<file path="src/rtl/serial_adder_subtractor.sv">
// Bit-serial adder/subtractor, LSB first through one full adder, valid/ready on both sides.
// Define SERIAL_ADD_SUB_STATUS_FLAGS_EN to add registered ZF/NF status outputs.
module serial_adder_subtractor #(
    parameter int unsigned DATA_WIDTH = 4
) (
    input  logic                  CLK,
    input  logic                  RST,
    input  logic                  in_valid,
    output logic                  in_ready,
    input  logic [DATA_WIDTH-1:0] A,
    input  logic [DATA_WIDTH-1:0] B,
    input  logic                  Cin,
    input  logic                  SUB,
    output logic                  out_valid,
    input  logic                  out_ready,
    output logic [DATA_WIDTH-1:0] S,
    output logic                  CF,
    output logic                  OF
`ifdef SERIAL_ADD_SUB_STATUS_FLAGS_EN
    ,
    output logic                  ZF,
    output logic                  NF
`endif
);

    localparam int unsigned CntW = $clog2(DATA_WIDTH) + 1;
    localparam logic [CntW-1:0] LastCnt = CntW'(DATA_WIDTH - 1);

    typedef enum logic [1:0] {
        StIdle,
        StShift,
        StDone
    } state_e;

    state_e                state_q, state_d;
    logic [DATA_WIDTH-1:0] a_q, a_d;
    logic [DATA_WIDTH-1:0] b_q, b_d;
    logic [DATA_WIDTH-1:0] s_q, s_d;
    logic [CntW-1:0]       count_q, count_d;
    logic                  carry_q, carry_d;
    logic                  cf_q, cf_d;
    logic                  of_q, of_d;
    logic                  zf_q, zf_d;
    logic                  nf_q, nf_d;

    logic                  sum_bit;
    logic                  carry_out;
    logic [DATA_WIDTH-1:0] s_next;

    assign sum_bit   = a_q[0] ^ b_q[0] ^ carry_q;
    assign carry_out = (a_q[0] & b_q[0]) | (a_q[0] & carry_q) | (b_q[0] & carry_q);
    assign s_next    = {sum_bit, s_q[DATA_WIDTH-1:1]};

    always_comb begin
        state_d = state_q;
        a_d     = a_q;
        b_d     = b_q;
        s_d     = s_q;
        count_d = count_q;
        carry_d = carry_q;
        cf_d    = cf_q;
        of_d    = of_q;
        zf_d    = zf_q;
        nf_d    = nf_q;
        unique case (state_q)
            StIdle: begin
                if (in_valid) begin
                    a_d     = A;
                    // Subtraction is A + ~B + 1.
                    b_d     = B ^ {DATA_WIDTH{SUB}};
                    carry_d = SUB ? 1'b1 : Cin;
                    count_d = '0;
                    state_d = StShift;
                end
            end
            StShift: begin
                a_d     = a_q >> 1;
                b_d     = b_q >> 1;
                s_d     = s_next;
                carry_d = carry_out;
                count_d = count_q + CntW'(1);
                if (count_q == LastCnt) begin
                    cf_d    = carry_out;
                    // carry_q here is the carry into the MSB.
                    of_d    = carry_q ^ carry_out;
                    zf_d    = (s_next == '0);
                    nf_d    = sum_bit;
                    state_d = StDone;
                end
            end
            StDone: begin
                if (out_ready) begin
                    state_d = StIdle;
                end
            end
            default: state_d = StIdle;
        endcase
    end

    always_ff @(posedge CLK or posedge RST) begin
        if (RST) begin
            state_q <= StIdle;
            a_q     <= '0;
            b_q     <= '0;
            s_q     <= '0;
            count_q <= '0;
            carry_q <= 1'b0;
            cf_q    <= 1'b0;
            of_q    <= 1'b0;
            zf_q    <= 1'b0;
            nf_q    <= 1'b0;
        end else begin
            state_q <= state_d;
            a_q     <= a_d;
            b_q     <= b_d;
            s_q     <= s_d;
            count_q <= count_d;
            carry_q <= carry_d;
            cf_q    <= cf_d;
            of_q    <= of_d;
            zf_q    <= zf_d;
            nf_q    <= nf_d;
        end
    end

    assign in_ready  = (state_q == StIdle);
    assign out_valid = (state_q == StDone);
    assign S         = s_q;
    assign CF        = cf_q;
    assign OF        = of_q;

`ifdef SERIAL_ADD_SUB_STATUS_FLAGS_EN
    assign ZF = zf_q;
    assign NF = nf_q;
`else
    logic unused_flags;
    assign unused_flags = zf_q ^ nf_q;
`endif

endmodule

</file>
<file path="config.mk">
export PLATFORM = sky130hd
export DESIGN_NAME = serial_adder_subtractor
export DESIGN_NICKNAME = d
export VERILOG_FILES = /design/src/rtl/serial_adder_subtractor.sv
export SDC_FILE = /design/constraint.sdc
export NUM_CORES = 1
export LEC_CHECK = 0
export CAP_MARGIN = 20
export CORE_MARGIN = 2
export CORE_UTILIZATION = 50
export CTS_BUF_LIST = sky130_fd_sc_hd__clkbuf_4
export CTS_CLUSTER_DIAMETER = 80
export DETAILED_ROUTE_END_ITERATION = 6
export PLACE_DENSITY_LB_ADDON = 0.05
export SYNTH_ARGS = -nofsm -noshare
export SYNTH_HDL_FRONTEND = slang
export SYNTH_SLANG_ARGS = --single-unit
</file>
<file path="constraint.sdc">
create_clock -name CLK -period 1.71 [get_ports CLK]
set_clock_uncertainty 0.05 [all_clocks]
set_input_delay 0.342 -clock CLK [delete_from_list [all_inputs] [get_ports CLK]]
set_output_delay 0.342 -clock CLK [all_outputs]
set_load 0.02 [all_outputs]
</file>
==> results.txt, run 1 <==
DRT Pass-1 Iters -> 4
Crit path kind -> reg -> out
Synth area leaders -> dfrtp_1 (51%), mux2_1 (5.7%), o21ai_1 (4.1%)
Setup TNS -> 0 ns
Data required time of the worst path -> 1.32 ns
Post-Place Cells -> 138
Starting density of the core -> 51.8%
Synth async-reset ratio -> 100%
Die area -> 2340 µm²
Via density -> 5.18
Outcome -> finished, final reports clean
Post-synth top area share -> 50.8%
Area grow syn2layout -> 30.8%
Die H -> 48.4 µm
Critical path's slowest cell -> clkdlybuf4s50_1
Final Cell Area -> 1290 µm²
Highest routed layer -> met4
Met1 WL -> 922 µm
Worst Hold Class -> in -> async
FF-to-FF Start -> state_q[0]
DP Area -> 1230 µm²
R2R Path End -> S[3]
ANT nets after route -> 0
Clock sink count -> 20
VDD IR max -> 1.03 mV
Global-route usage over all layers -> 18.6%
TritonCTS Buffers -> 3
Synth cell types -> 29
Critical path's top delay family -> buffers and inverters
Mean Syn Cell Area -> 11.1 µm²
Iter 0 DRT Violations -> 11
FILL cells -> 153
Reg-to-reg slack, setup -> 0.20 ns
Leakage -> 0.612 nW
Post-synth top area cell -> dfrtp_1
Post-Synthesis Cells -> 89
CP Capture Type -> primary output
Max-cap violations -> 0
CTS tree -> done
Worst setup SP type -> flip-flop
Vias in the first global route -> 720
Crit path time final -> 1.67 ns
Gr ovfl total -> 0
Clock Pin Slew Worst Setup and Hold Paths -> 0.12 ns
Pwr Density -> 1730 nW/µm²
WL met2 -> 842 µm
Skew-Pair Late Insertion Delay -> 0.31 ns
Seq cells post-synth -> 20
Post-CTS setup buffer count -> 0
Synth Cell Area -> 986 µm²
N_diodes -> 0
Final cycle utilization of the critical path -> 97.4%
Routability Congestion -> 0.728
Final net count -> 133
First-pass GRT wire length -> 3330 µm
Hpwl dp -> 1390 µm
Main synth FF type -> dfrtp_1
FMAX -> 600 MHz
Signal arrival time at the worst endpoint -> 1.27 ns
Average wire per standard cell -> 13.4 µm
Worst Max-Slew Pin Slew -> 0.284 ns
Aggregate routed wire length -> 1900 µm
RSZ-0062 raised after global routing -> no
Largest net degree at the start of global routing -> 21
CP Cell Sequence -> clkdlybuf4s50_1
Final setup violation count -> 0
Hold Vio Cnt, Final -> 0
Slew Viols, Final -> 0
Synthesis Warnings -> 0
EDFF count, synth -> 0
Finished Core Util -> 67.8%
Total power -> 2.23 mW
Row Count -> 16
Register area share after synthesis -> 50.8%
Die Wd -> 48.4 µm
Share of layout cells above drive strength 1 -> 12.2%
Relative slew slack -> 81.0%
Ports -> 22
Count leader, synth -> dfrtp_1
DRC Markers -> 0
Synth top cells by count -> dfrtp_1 (20), nand2_1 (9), o21ai_1 (8)
Antenna violations before repair -> 0
Worst path max stage delay -> 0.60 ns
Cells on worst reg2reg path -> 4
Clk buf depth -> 2
CP max FO -> 2
Core ar. -> 1900 µm²
Met3 WL -> 95 µm
Buffers on Ports -> 21
Fin cells -> 142
H-tree levels -> 1
Worst path bufs/invs -> 1
Mapped Nets -> 106
Clock root buffer -> clkbuf_4
Via count -> 735
[registers in the layout (all words and copies together), names as in the netlist]
register  cells
a_q           4
b_q           4
OF            1
state_q       2
CF            1
count_q       3
S             4
carry_q       1
[logic make-up after synthesis]
logic type	synth area share, %
buffers and inverters	6.09
AO/OA/AOI/OAI	15.7
adder cells (fa/ha/maj)	4.57
AND/OR/NAND/NOR	12.7
flip-flops	50.8
multiplexers	5.71
XOR/XNOR	4.44
[layer usage]
layer,vias up,global-route usage [%]
met4,0,10.5
li1,357,-
met1,351,26.1
met5,-,0
met3,6,4.01
met2,21,26.9
[through the flow]
step,setup WS [ns],hold WS [ns]
finish,0.0446,0.288
global route,0.00213,0.336
CTS,0.00738,0.289
detailed placement,0.0430,0.430
global placement,0.106,0.419
floorplan,0.346,0.256
[how the worst max path moves through the flow]
stage | startpoint | endpoint | slack, ns | cells past startpoint
after floorplan | count_q[0] | CF | 0.35 | 4
after global placement | in_valid | b_q[1] | 0.11 | 4
after detailed placement | in_valid | b_q[2] | 0.04 | 4
after CTS | S[2] | S[2] | 0.007 | 1
after global routing | OF | OF | 0.002 | 1
final | OF | OF | 0.04 | 1
[final cells by class]
cell class	instances	area (µm²)	area share, %
clock inverter	1	30.0	2.33
tap	27	33.8	2.62
clock buffer	3	22.5	1.75
inverter	3	11.3	0.873
timing repair buffer	28	267	20.7
multi-input combinational	60	425	33.0
sequential	20	500	38.8
[report_power, final]
group | total, mW | internal [mW] | leakage (nW) | switching [mW]
registers | 0.811 | 0.677 | 0.254 | 0.134
clock network | 0.396 | 0.237 | 0.0279 | 0.159
logic | 1.02 | 0.497 | 0.331 | 0.522
[timing repair]
action | in CTS | in global routing
gates resized for setup | 4 | 4
pin swaps | 0 | 0
endpoints found under the setup margin | 4 | 4
hold buffers | 0 | 0
hold endpoints to repair | 0 | 0
[cell usage in the layout, fill, tap and decap left out, types with 4 or more instances in the layout]
cell type	count
dfrtp_1	20
nand2_1	9
o21ai_1	8
buf_4	7
mux2_1	5
nor2_1	7
xnor2_1	4
clkdlybuf4s50_1	14
No activity file was read; power rests on OpenSTA's default activity.
==> inputs of run 2 (changes only) <==
--- a/config.mk
+++ b/config.mk
@@ -11,7 +11,9 @@
 export CTS_BUF_LIST = sky130_fd_sc_hd__clkbuf_4
 export CTS_CLUSTER_DIAMETER = 80
 export DETAILED_ROUTE_END_ITERATION = 6
+export GPL_ROUTABILITY_DRIVEN = 0
 export PLACE_DENSITY_LB_ADDON = 0.05
+export REMOVE_ABC_BUFFERS = 1
 export SYNTH_ARGS = -nofsm -noshare
 export SYNTH_HDL_FRONTEND = slang
 export SYNTH_SLANG_ARGS = --single-unit
==> run 2 against run 1 <==
  * Sequential share of layout area rose by 1.0 points
  * Setup slack improved by 0.020 ns
  * Design area fell by 2.5%
  * Clock power fell by 47%
  * Core utilization fell by 1.7 points
  * Combinational power barely moved
  * Maximum frequency rose by 1.2%
  * Flip-flop and latch count did not move
  * Power fell by 7.5%
  * Largest power group unchanged
  * Highest routed layer is now met3
==> results.txt, run 2 (same netlist as run 1, synthesis figures left out) <==
Outcome -> finished, final reports clean (unchanged)
Setup ws final -> 0.0647 ns (was 0.0446 ns)
TritonCTS Buffers -> 3 (unchanged)
Critical path's slowest cell -> clkdlybuf4s50_1 (unchanged)
RSZ-0062 raised after global routing -> no (unchanged)
CTS tree -> done (unchanged)
Final Cell Area -> 1260 µm² (was 1290 µm²)
Crit path kind -> reg -> out (unchanged)
Share of layout cells above drive strength 1 -> 12.3% (was 12.2%)
Die Wd -> 48.4 µm (unchanged)
Global-route usage over all layers -> 17.2% (was 18.6%)
CP max FO -> 2 (unchanged)
Critical path depth -> 1 (unchanged)
Die H -> 48.4 µm (unchanged)
H-tree levels -> 1 (unchanged)
CP Capture Type -> primary output (unchanged)
CP startpoint -> CF (was OF)
ANT nets after route -> 0 (unchanged)
DRC Markers -> 0 (unchanged)
Buffers on Ports -> 21 (unchanged)
Die area -> 2340 µm² (unchanged)
Worst Hold Class -> in -> async (unchanged)
Core ar. -> 1900 µm² (unchanged)
Reg-to-reg slack, setup -> 0.24 ns (was 0.20 ns)
Finished Core Util -> 66.1% (was 67.8%)
FILL cells -> 147 (was 153)
Antenna violations before repair -> 0 (unchanged)
Final net count -> 133 (unchanged)
Final cycle utilization of the critical path -> 96.2% (was 97.4%)
Slew Viols, Final -> 0 (unchanged)
CP endpoint -> CF (was OF)
Row Count -> 16 (unchanged)
Worst path bufs/invs -> 1 (unchanged)
Hpwl dp -> 1370 µm (was 1390 µm)
Most common cell after layout, fill and taps aside -> dfrtp_1 (unchanged)
Pwr Density -> 1640 nW/µm² (was 1730 nW/µm²)
Clk buf depth -> 2 (unchanged)
First-pass GRT wire length -> 3110 µm (was 3330 µm)
Starting density of the core -> 51.8% (unchanged)
Hold Vio Cnt, Final -> 0 (unchanged)
R2R Path End -> CF (was S[3])
DP Area -> 1230 µm² (unchanged)
Crit path time final -> 1.65 ns (was 1.67 ns)
Worst path max stage delay -> 0.60 ns (about the same)
VDD IR max -> 1.01 mV (was 1.03 mV)
Skew-Pair Late Insertion Delay -> 0.29 ns (was 0.31 ns)
Most frequent cells in the layout -> dfrtp_1 (20), clkdlybuf4s50_1 (16), nand2_1 (9) (was dfrtp_1 (20), clkdlybuf4s50_1 (14), nand2_1 (9))
Iter 0 DRT Violations -> 21 (was 11)
Clock sink count -> 20 (unchanged)
Aggregate routed wire length -> 1800 µm (was 1900 µm)
CP Cell Sequence -> clkdlybuf4s50_1 (unchanged)
Gr ovfl total -> 0 (unchanged)
Cells on worst reg2reg path -> 4 (unchanged)
Final setup violation count -> 0 (unchanged)
Worst setup SP type -> flip-flop (unchanged)
Average wire per standard cell -> 12.8 µm (was 13.4 µm)
Worst Max-Slew Pin Slew -> 0.280 ns (was 0.284 ns)
Vias in the first global route -> 690 (was 720)
Clock Pin Slew Worst Setup and Hold Paths -> 0.10 ns (was 0.12 ns)
FMAX -> 608 MHz (was 600 MHz)
Max-cap violations -> 0 (unchanged)
Leakage -> 0.588 nW (was 0.612 nW)
Hold slack -> 0.313 ns (was 0.288 ns)
DRT Pass-1 Iters -> 4 (unchanged)
Via count -> 726 (was 735)
Post-Place Setup Slack -> 0.117 ns (was 0.0430 ns)
Ports -> 22 (unchanged)
Data required time of the worst path -> 1.32 ns (about the same)
FF-to-FF Start -> count_q[0] (was state_q[0])
Setup TNS -> 0 ns (unchanged)
Area grow syn2layout -> 27.5% (was 30.8%)
Via density -> 5.15 (was 5.18)
Relative slew slack -> 81.3% (was 81.0%)
N_diodes -> 0 (unchanged)
Signal arrival time at the worst endpoint -> 1.25 ns (was 1.27 ns)
Critical path's top delay family -> buffers and inverters (unchanged)
Clock root buffer -> clkbuf_4 (unchanged)
Largest net degree at the start of global routing -> 21 (unchanged)
run 2: changes by cell type in the layout (fill, tap and decap cells not counted):
cell	change
dlygate4sd2_1	-2
clkdlybuf4s50_1	+2
bufinv_16	-1
clkbuf_2	+1
clkdlybuf4s15_1	-1
run 2: repair_timing:
item | 4_1_cts | 5_1_grt
endpoints found under the hold margin | 0 | 0
hold buffers | 0 | 0
buffers inserted | 0 | 0
resized for setup | 2 | 5
setup endpoints to repair | 2 | 4
pin swaps | 0 | 0
run 2: metrics by stage:
| step | total power [mW] | cells |
|---|---|---|
| global route | 2.23 | 141 |
| global placement | 1.85 | 138 |
| floorplan | 1.44 | 83 |
| finish | 2.06 | 141 |
| detailed placement | 1.89 | 138 |
| CTS | 2.09 | 141 |
run 2: how the worst min path moves through the flow:
stage,startpoint,endpoint,slack (ns),cells past startpoint
detailed placement,count_q[0],count_q[0],0.42,1
global route,RST,CF,0.36,3
finish,RST,OF,0.31,3
CTS,RST,a_q[0],0.32,3
floorplan,RST,CF,0.26,1
global placement,count_q[2],count_q[2],0.42,2
run 2: area by class of cell:
| cell class | count | area [µm²] | share of cell area (%) |
|---|---|---|---|
| Sequential cell | 20 | 500 | 39.8 |
| Tap cell | 27 | 33.8 | 2.69 |
| Clock buffer | 3 | 22.5 | 1.79 |
| Multi-Input combinational cell | 60 | 425 | 33.8 |
| Inverter | 3 | 11.3 | 0.896 |
| Timing Repair Buffer | 28 | 264 | 21.0 |
run 2: report_power, final:
part	internal [mW]	total [mW]	switching [mW]	leakage [nW]
registers	0.678	0.818	0.140	0.254
logic	0.521	1.03	0.510	0.321
clock network	0.0818	0.210	0.128	0.0138
total	1.28	2.06	0.778	0.588
run 2: per-layer routing:
metal | track usage [%] | vias to the layer above | share of wire [%]
met4 | 5.71 | 0 | 0
li1 | - | 358 | -
met2 | 27.8 | 22 | 51
met3 | 3.40 | 0 | 4.3
met1 | 23.6 | 346 | 45
met5 | 0 | - | 0
==> inputs of run 3 (changes only) <==
--- a/config.mk
+++ b/config.mk
@@ -7,7 +7,7 @@
 export LEC_CHECK = 0
 export CAP_MARGIN = 20
 export CORE_MARGIN = 2
-export CORE_UTILIZATION = 50
+export CORE_UTILIZATION = 46
 export CTS_BUF_LIST = sky130_fd_sc_hd__clkbuf_4
 export CTS_CLUSTER_DIAMETER = 80
 export DETAILED_ROUTE_END_ITERATION = 6
==> constraint.sdc (replaced) <==
create_clock -name CLK -period 1.4 [get_ports CLK]
set_clock_uncertainty 0.05 [all_clocks]
set_input_delay 0.28 -clock CLK [delete_from_list [all_inputs] [get_ports CLK]]
set_output_delay 0.28 -clock CLK [all_outputs]
set_load 0.02 [all_outputs]
==> run 3 against run 2 <==
  * Design area up 13%
  * Combinational power up 58%
  * Hold slack worse by 0.077 ns
  * Register-to-register slack got worse by 0.24 ns
  * Global-route usage rose by 0.89 points
  * Setup slack worse by 0.062 ns
  * Non-clock buffer count increased by 13
  * Largest cell class unchanged
==> results.txt, run 3 (same netlist as run 1, synthesis figures left out) <==
Area of the multi-input gates -> 464 µm² (was 425 µm²)
Final setup violation count -> 0 (unchanged)
Die Wd -> 50.3 µm (was 48.4 µm)
Leakage -> 0.672 nW (was 0.588 nW)
Average wire per standard cell -> 13.3 µm (was 12.8 µm)
Finished Core Util -> 72.0% (was 66.1%)
Critical path's slowest cell -> dfrtp_1 (was clkdlybuf4s50_1)
Gr ovfl total -> 0 (unchanged)
Starting density of the core -> 49.7% (was 51.8%)
ANT nets after route -> 0 (unchanged)
Most frequent CP cell -> buf_6
Total power -> 3.12 mW (was 2.06 mW)
Hold slack -> 0.236 ns (was 0.313 ns)
Final net count -> 146 (was 133)
Share of layout cells above drive strength 1 -> 31.3% (was 12.3%)
Most frequent cells in the layout -> dfrtp_1 (20), buf_4 (17), clkdlybuf4s50_1 (13) (was dfrtp_1 (20), clkdlybuf4s50_1 (16), nand2_1 (9))
Signal arrival time at the worst endpoint -> 1.60 ns (was 1.25 ns)
WL met2 -> 1020 µm (was 910 µm)
TritonCTS Buffers -> 3 (unchanged)
Relative slew slack -> 82.2% (was 81.3%)
Pwr Density -> 2190 nW/µm² (was 1640 nW/µm²)
Vias in the first global route -> 781 (was 690)
Crit path time final -> 1.40 ns
Final cycle utilization of the critical path -> 99.8%
Most common cell after layout, fill and taps aside -> dfrtp_1 (unchanged)
CP Cell Sequence -> buf_6, buf_6, or3b_4, nor2_2, a221o_1 (was clkdlybuf4s50_1)
Die H -> 50.3 µm (was 48.4 µm)
First-pass GRT wire length -> 3500 µm (was 3110 µm)
Via density -> 5.04 (was 5.15)
Final Cell Area -> 1430 µm² (was 1260 µm²)
Worst path max stage delay -> 0.43 ns (was 0.60 ns)
N_diodes -> 0 (unchanged)
Ports -> 22 (unchanged)
CTS tree -> done (unchanged)
DP Area -> 1300 µm² (was 1230 µm²)
Data required time of the worst path -> 1.61 ns (was 1.32 ns)
Hpwl dp -> 1470 µm (was 1370 µm)
Fin cells -> 155 (was 141)
Clock Pin Slew Worst Setup and Hold Paths -> 0.13 ns (was 0.10 ns)
Hold Vio Cnt, Final -> 0 (unchanged)
Global-route usage over all layers -> 18.1% (was 17.2%)
Setup ws final -> 0.00295 ns (was 0.0647 ns)
RSZ-0062 raised after global routing -> yes (was no)
CP max FO -> 7 (was 2)
Row Count -> 16 (unchanged)
Slew Viols, Final -> 0 (unchanged)
DRT Pass-1 Iters -> 4 (unchanged)
Clock sink count -> 20 (unchanged)
Worst setup SP type -> flip-flop (unchanged)
Crit path kind -> reg -> reg (was reg -> out)
Post-Place Setup Slack -> -0.166 ns (was 0.117 ns)
CP Capture Type -> flip-flop (was primary output)
Max-cap violations -> 0 (unchanged)
Met3 WL -> 87 µm (was 77 µm)
FILL cells -> 147 (unchanged)
Die area -> 2530 µm² (was 2340 µm²)
Met1 WL -> 929 µm (was 813 µm)
DRC Markers -> 0 (unchanged)
Via count -> 781 (was 726)
Outcome -> finished, final reports clean (unchanged)
Clock root buffer -> clkbuf_4 (unchanged)
Highest routed layer -> met4 (was met3)
Register area -> 500 µm² (unchanged)
FMAX -> 716 MHz
Skew-Pair Late Insertion Delay -> 0.31 ns (was 0.29 ns)
Core ar. -> 1980 µm² (was 1900 µm²)
Aggregate routed wire length -> 2070 µm (was 1800 µm)
Clk buf depth -> 2 (unchanged)
Antenna violations before repair -> 0 (unchanged)
Largest net degree at the start of global routing -> 21 (unchanged)
Buffers on Ports -> 21 (unchanged)
Iter 0 DRT Violations -> 15 (was 21)
Worst Hold Class -> in -> async (unchanged)
Hold Buf Count CTS -> 0 (unchanged)
VDD IR max -> 1.56 mV (was 1.01 mV)
Worst Max-Slew Pin Slew -> 0.266 ns (was 0.280 ns)
Post-Place Cells -> 147 (was 138)
Setup TNS -> 0 ns (unchanged)
Area grow syn2layout -> 44.7% (was 27.5%)
H-tree levels -> 1 (unchanged)
## run 3: changes by cell type in the layout (fill, tap and decap cells not counted), sizes merged
cell and change:
buf +15, bufinv +1, dlygate4sd2 +2, dlymetal6s2s -3, clkdlybuf4s50 -3, clkdlybuf4s15 +3, clkbuf -1
## run 3: worst paths after layout
check / slack [ns] / cells after the start / end / startpoint
max reg2reg: 0.003 / 5 / b_q[0] / state_q[1]
max in group asynchronous: 0.85 / 3 / CF / RST
min reg2reg: 0.44 / 2 / OF / OF
min in group CLK: 0.44 / 2 / OF / OF
max: 0.003 / 5 / b_q[0] / state_q[1]
min: 0.24 / 3 / S[3] / RST
## run 3: report_power, final
group | total [mW] | internal [mW] | switching, mW
Combinational | 1.63 | 0.908 | 0.725
Clock | 0.482 | 0.289 | 0.193
Sequential | 1.00 | 0.827 | 0.174
## run 3: critical path: cells and delay by family, from the launching register on
family	cells	cell delay, ns
AOI/OAI and AO/OA	1	0.11
and+or+nand+nor	2	0.51
DFF	1	0.43
buffers and inverters	2	0.25
## run 3: area by class of cell
class	count	area share [%]
tap	27	2.37
timing repair buffer	41	25.5
clock buffer	3	1.58
inverter	3	0.789
clock inverter	1	2.11
sequential	20	35.1
multi-input combinational	60	32.5
## run 3: metal layers
layer  global-route usage [%]  up-vias
met4                     5.41        0
li1                         -      381
met1                     24.8      372
met5                        0        -
met2                     29.2       24
met3                     3.57        4
## run 3: repair_timing
| action | in CTS | in global routing |
|---|---|---|
| buffers inserted | 3 | 1 |
| endpoints found under the setup margin | 15 | 13 |
| pin swaps | 2 | 4 |
| cloned | 0 | 0 |
| resized for setup | 27 | 8 |
==> edit, RTL diff (settings of run 2) <==
Reset style: synchronous (`RST`), changed in one clocked block.
--- a/src/rtl/serial_adder_subtractor.sv
+++ b/src/rtl/serial_adder_subtractor.sv
@@ -98,5 +98,5 @@
     end
 
-    always_ff @(posedge CLK or posedge RST) begin
+    always_ff @(posedge CLK) begin
         if (RST) begin
             state_q <= StIdle;
Formal check against the unedited RTL: differs if RST is asserted again (counterexample within 4 cycles, from zero or initial values and one cycle with RST high); with RST held inactive, the same outputs for 10 cycles.
==> edit against run 2 <==
  * Worst hold slack better by 98 ps
  * Sequential share of layout area is 6.3 points lower
  * Synthesized area is 8.1% lower
  * Wire length is 9.1% lower
  * Cell area is 5.0% lower
  * Setup slack worse by 11 ps
  * Critical path depth stayed put
  * Sequential cell count stayed put
  * Final cell count is 6.4% higher
Power is not compared: it rests on default switching activity, and its combinational part moved more than twofold at a synthesized area within 25%.
==> edit: results (changes against run 2) <==
Logic synthesis
  – Syn_area_per_cell: 9.24 um^2 (-17%)
  – Post-synthesis sequential area ratio: 44.2% (-6.6 points)
  – Synth area leaders: dfxtp_1 44%, a22oi_1 5.0%, nor2_1 5.0%
  – Synth top cells by count: 20 x dfxtp_1, 12 x nor2_1, 9 x nand2_1, 6 x a21oi_1, 6 x a22oi_1
  – Ys async rst share: 0% (-100 points)
  – Primary FF master, synth: dfxtp_1

Route
  – Post-DR wirelength/cell: 10.9 um (-15%)
  – Via count: 782 (+7.7%)
  – Routed WL: 1640 um (-9.1%)
  – DRT iter0 DRCs: 6 (-71%)

Setup path
  – Top cell family by delay on the critical path: buffers and inverters
  – Worst-path maximum fanout: 3 (+1)
  – Crit-path max cell delay: 610 ps
  – WP data arrival: 1260 ps

Clock tree
  – Post-CTS setup buffer count: 0 (unchanged)
  – Worst-skew pair later-pin latency: 300 ps
  – Root Driver: clkbuf_4
  – Htree depth: 1 (unchanged)

GRT
  – GRT met2 Usage: 29.2% (+1.4 points)
  – Total track usage: 17.9% (+0.66 points)
  – Largest net degree at the start of global routing: 12 (-43%)
  – First-pass GRT wire length: 2730 um (-12%)
  – M3 GR Usage: 3.53% (+0.13 points)
  – Vias in the first global route: 669 (-3.0%)
  – Initial antenna violation count: 0 (unchanged)
  – Met1 usage: 22.3% (-1.3 points)

Placement
  – Cell count after placement: 146 (+5.8%)
  – Post-DP HPWL: 1300 um (-4.9%)
  – Pre-CTS setup slack: 1.98 ps (-115 ps)
  – Placed Area: 1170 um^2 (-5.3%)

Layout
  – Total Nets Final: 143 (+7.5%)
  – Filler Cells Inserted: 142 (-3.4%)
  – Area delta synth->final: 31.9%
  – Ratio of cells with drive above 1 in the final layout: 12.0% (-0.28 points)

STA
  – Max-Slew Margin vs Limit: 76.1% (-5.2 points)

Hold path
  – Hold/Removal Path Class: reg2reg

Run status
  – Status: completed
## edit: repair_timing
action	4_1_cts	5_1_grt
hold endpoints to repair	0	0
endpoints found under the setup margin	2	1
resized for setup	2	1
## edit: worst register-to-register path, stage by stage (launching register included)
cell	delay, ps
dfxtp_1	350
fa_1	490
xor2_1	180
nand3_1	90
a21oi_1	130
## edit: final timing paths
path	start	end	slack, ps	cells after the start
hold / removal	OF	OF	410	2
setup reg to reg	a_q[0]	OF	370	4
hold reg to reg	OF	OF	410	2
setup / recovery	S[3]	S[3]	50	1
## edit: cell type report
cell class / instances / share of cell area (%)
inverters: 3 / 0.942
multi-input cells: 69 / 38.1
flip-flops and latches: 20 / 33.5
repair buffers: 29 / 22.6
well taps: 25 / 2.62
clock inverters: 1 / 0.314
clock buffers: 3 / 1.88
## edit: kinds of logic (layout without fill, tap and decap cells)
logic type / Yosys count / after routing / synth area share, %
adders and majority gates: 3 / 3 / 4.97
muxes: 2 / 2 / 2.21
AOI/OAI and AO/OA: 27 / 27 / 20.9
xor gates and xnor gates: 5 / 5 / 4.84
DFF: 20 / 20 / 44.2
and+or+nand+nor: 32 / 32 / 17.4
buffers and inverters: 9 / 36 / 5.52
## edit: routing by layer
layer,share of wire [%],routed length (um)
met5,0,0
met4,1.6,27
met3,4.8,78
met2,49,808
met1,44,724
## edit: power groups by stage
| stage | sequential [uW] | combinational, uW | clock [uW] |
|---|---|---|---|
| after floorplan | 524 | 82.9 | 0 |
| after global placement | 519 | 169 | 0 |
| after detailed placement | 520 | 174 | 0 |
| after CTS | 509 | 173 | 233 |
| after global routing | 512 | 189 | 248 |
| final | 509 | 170 | 228 |
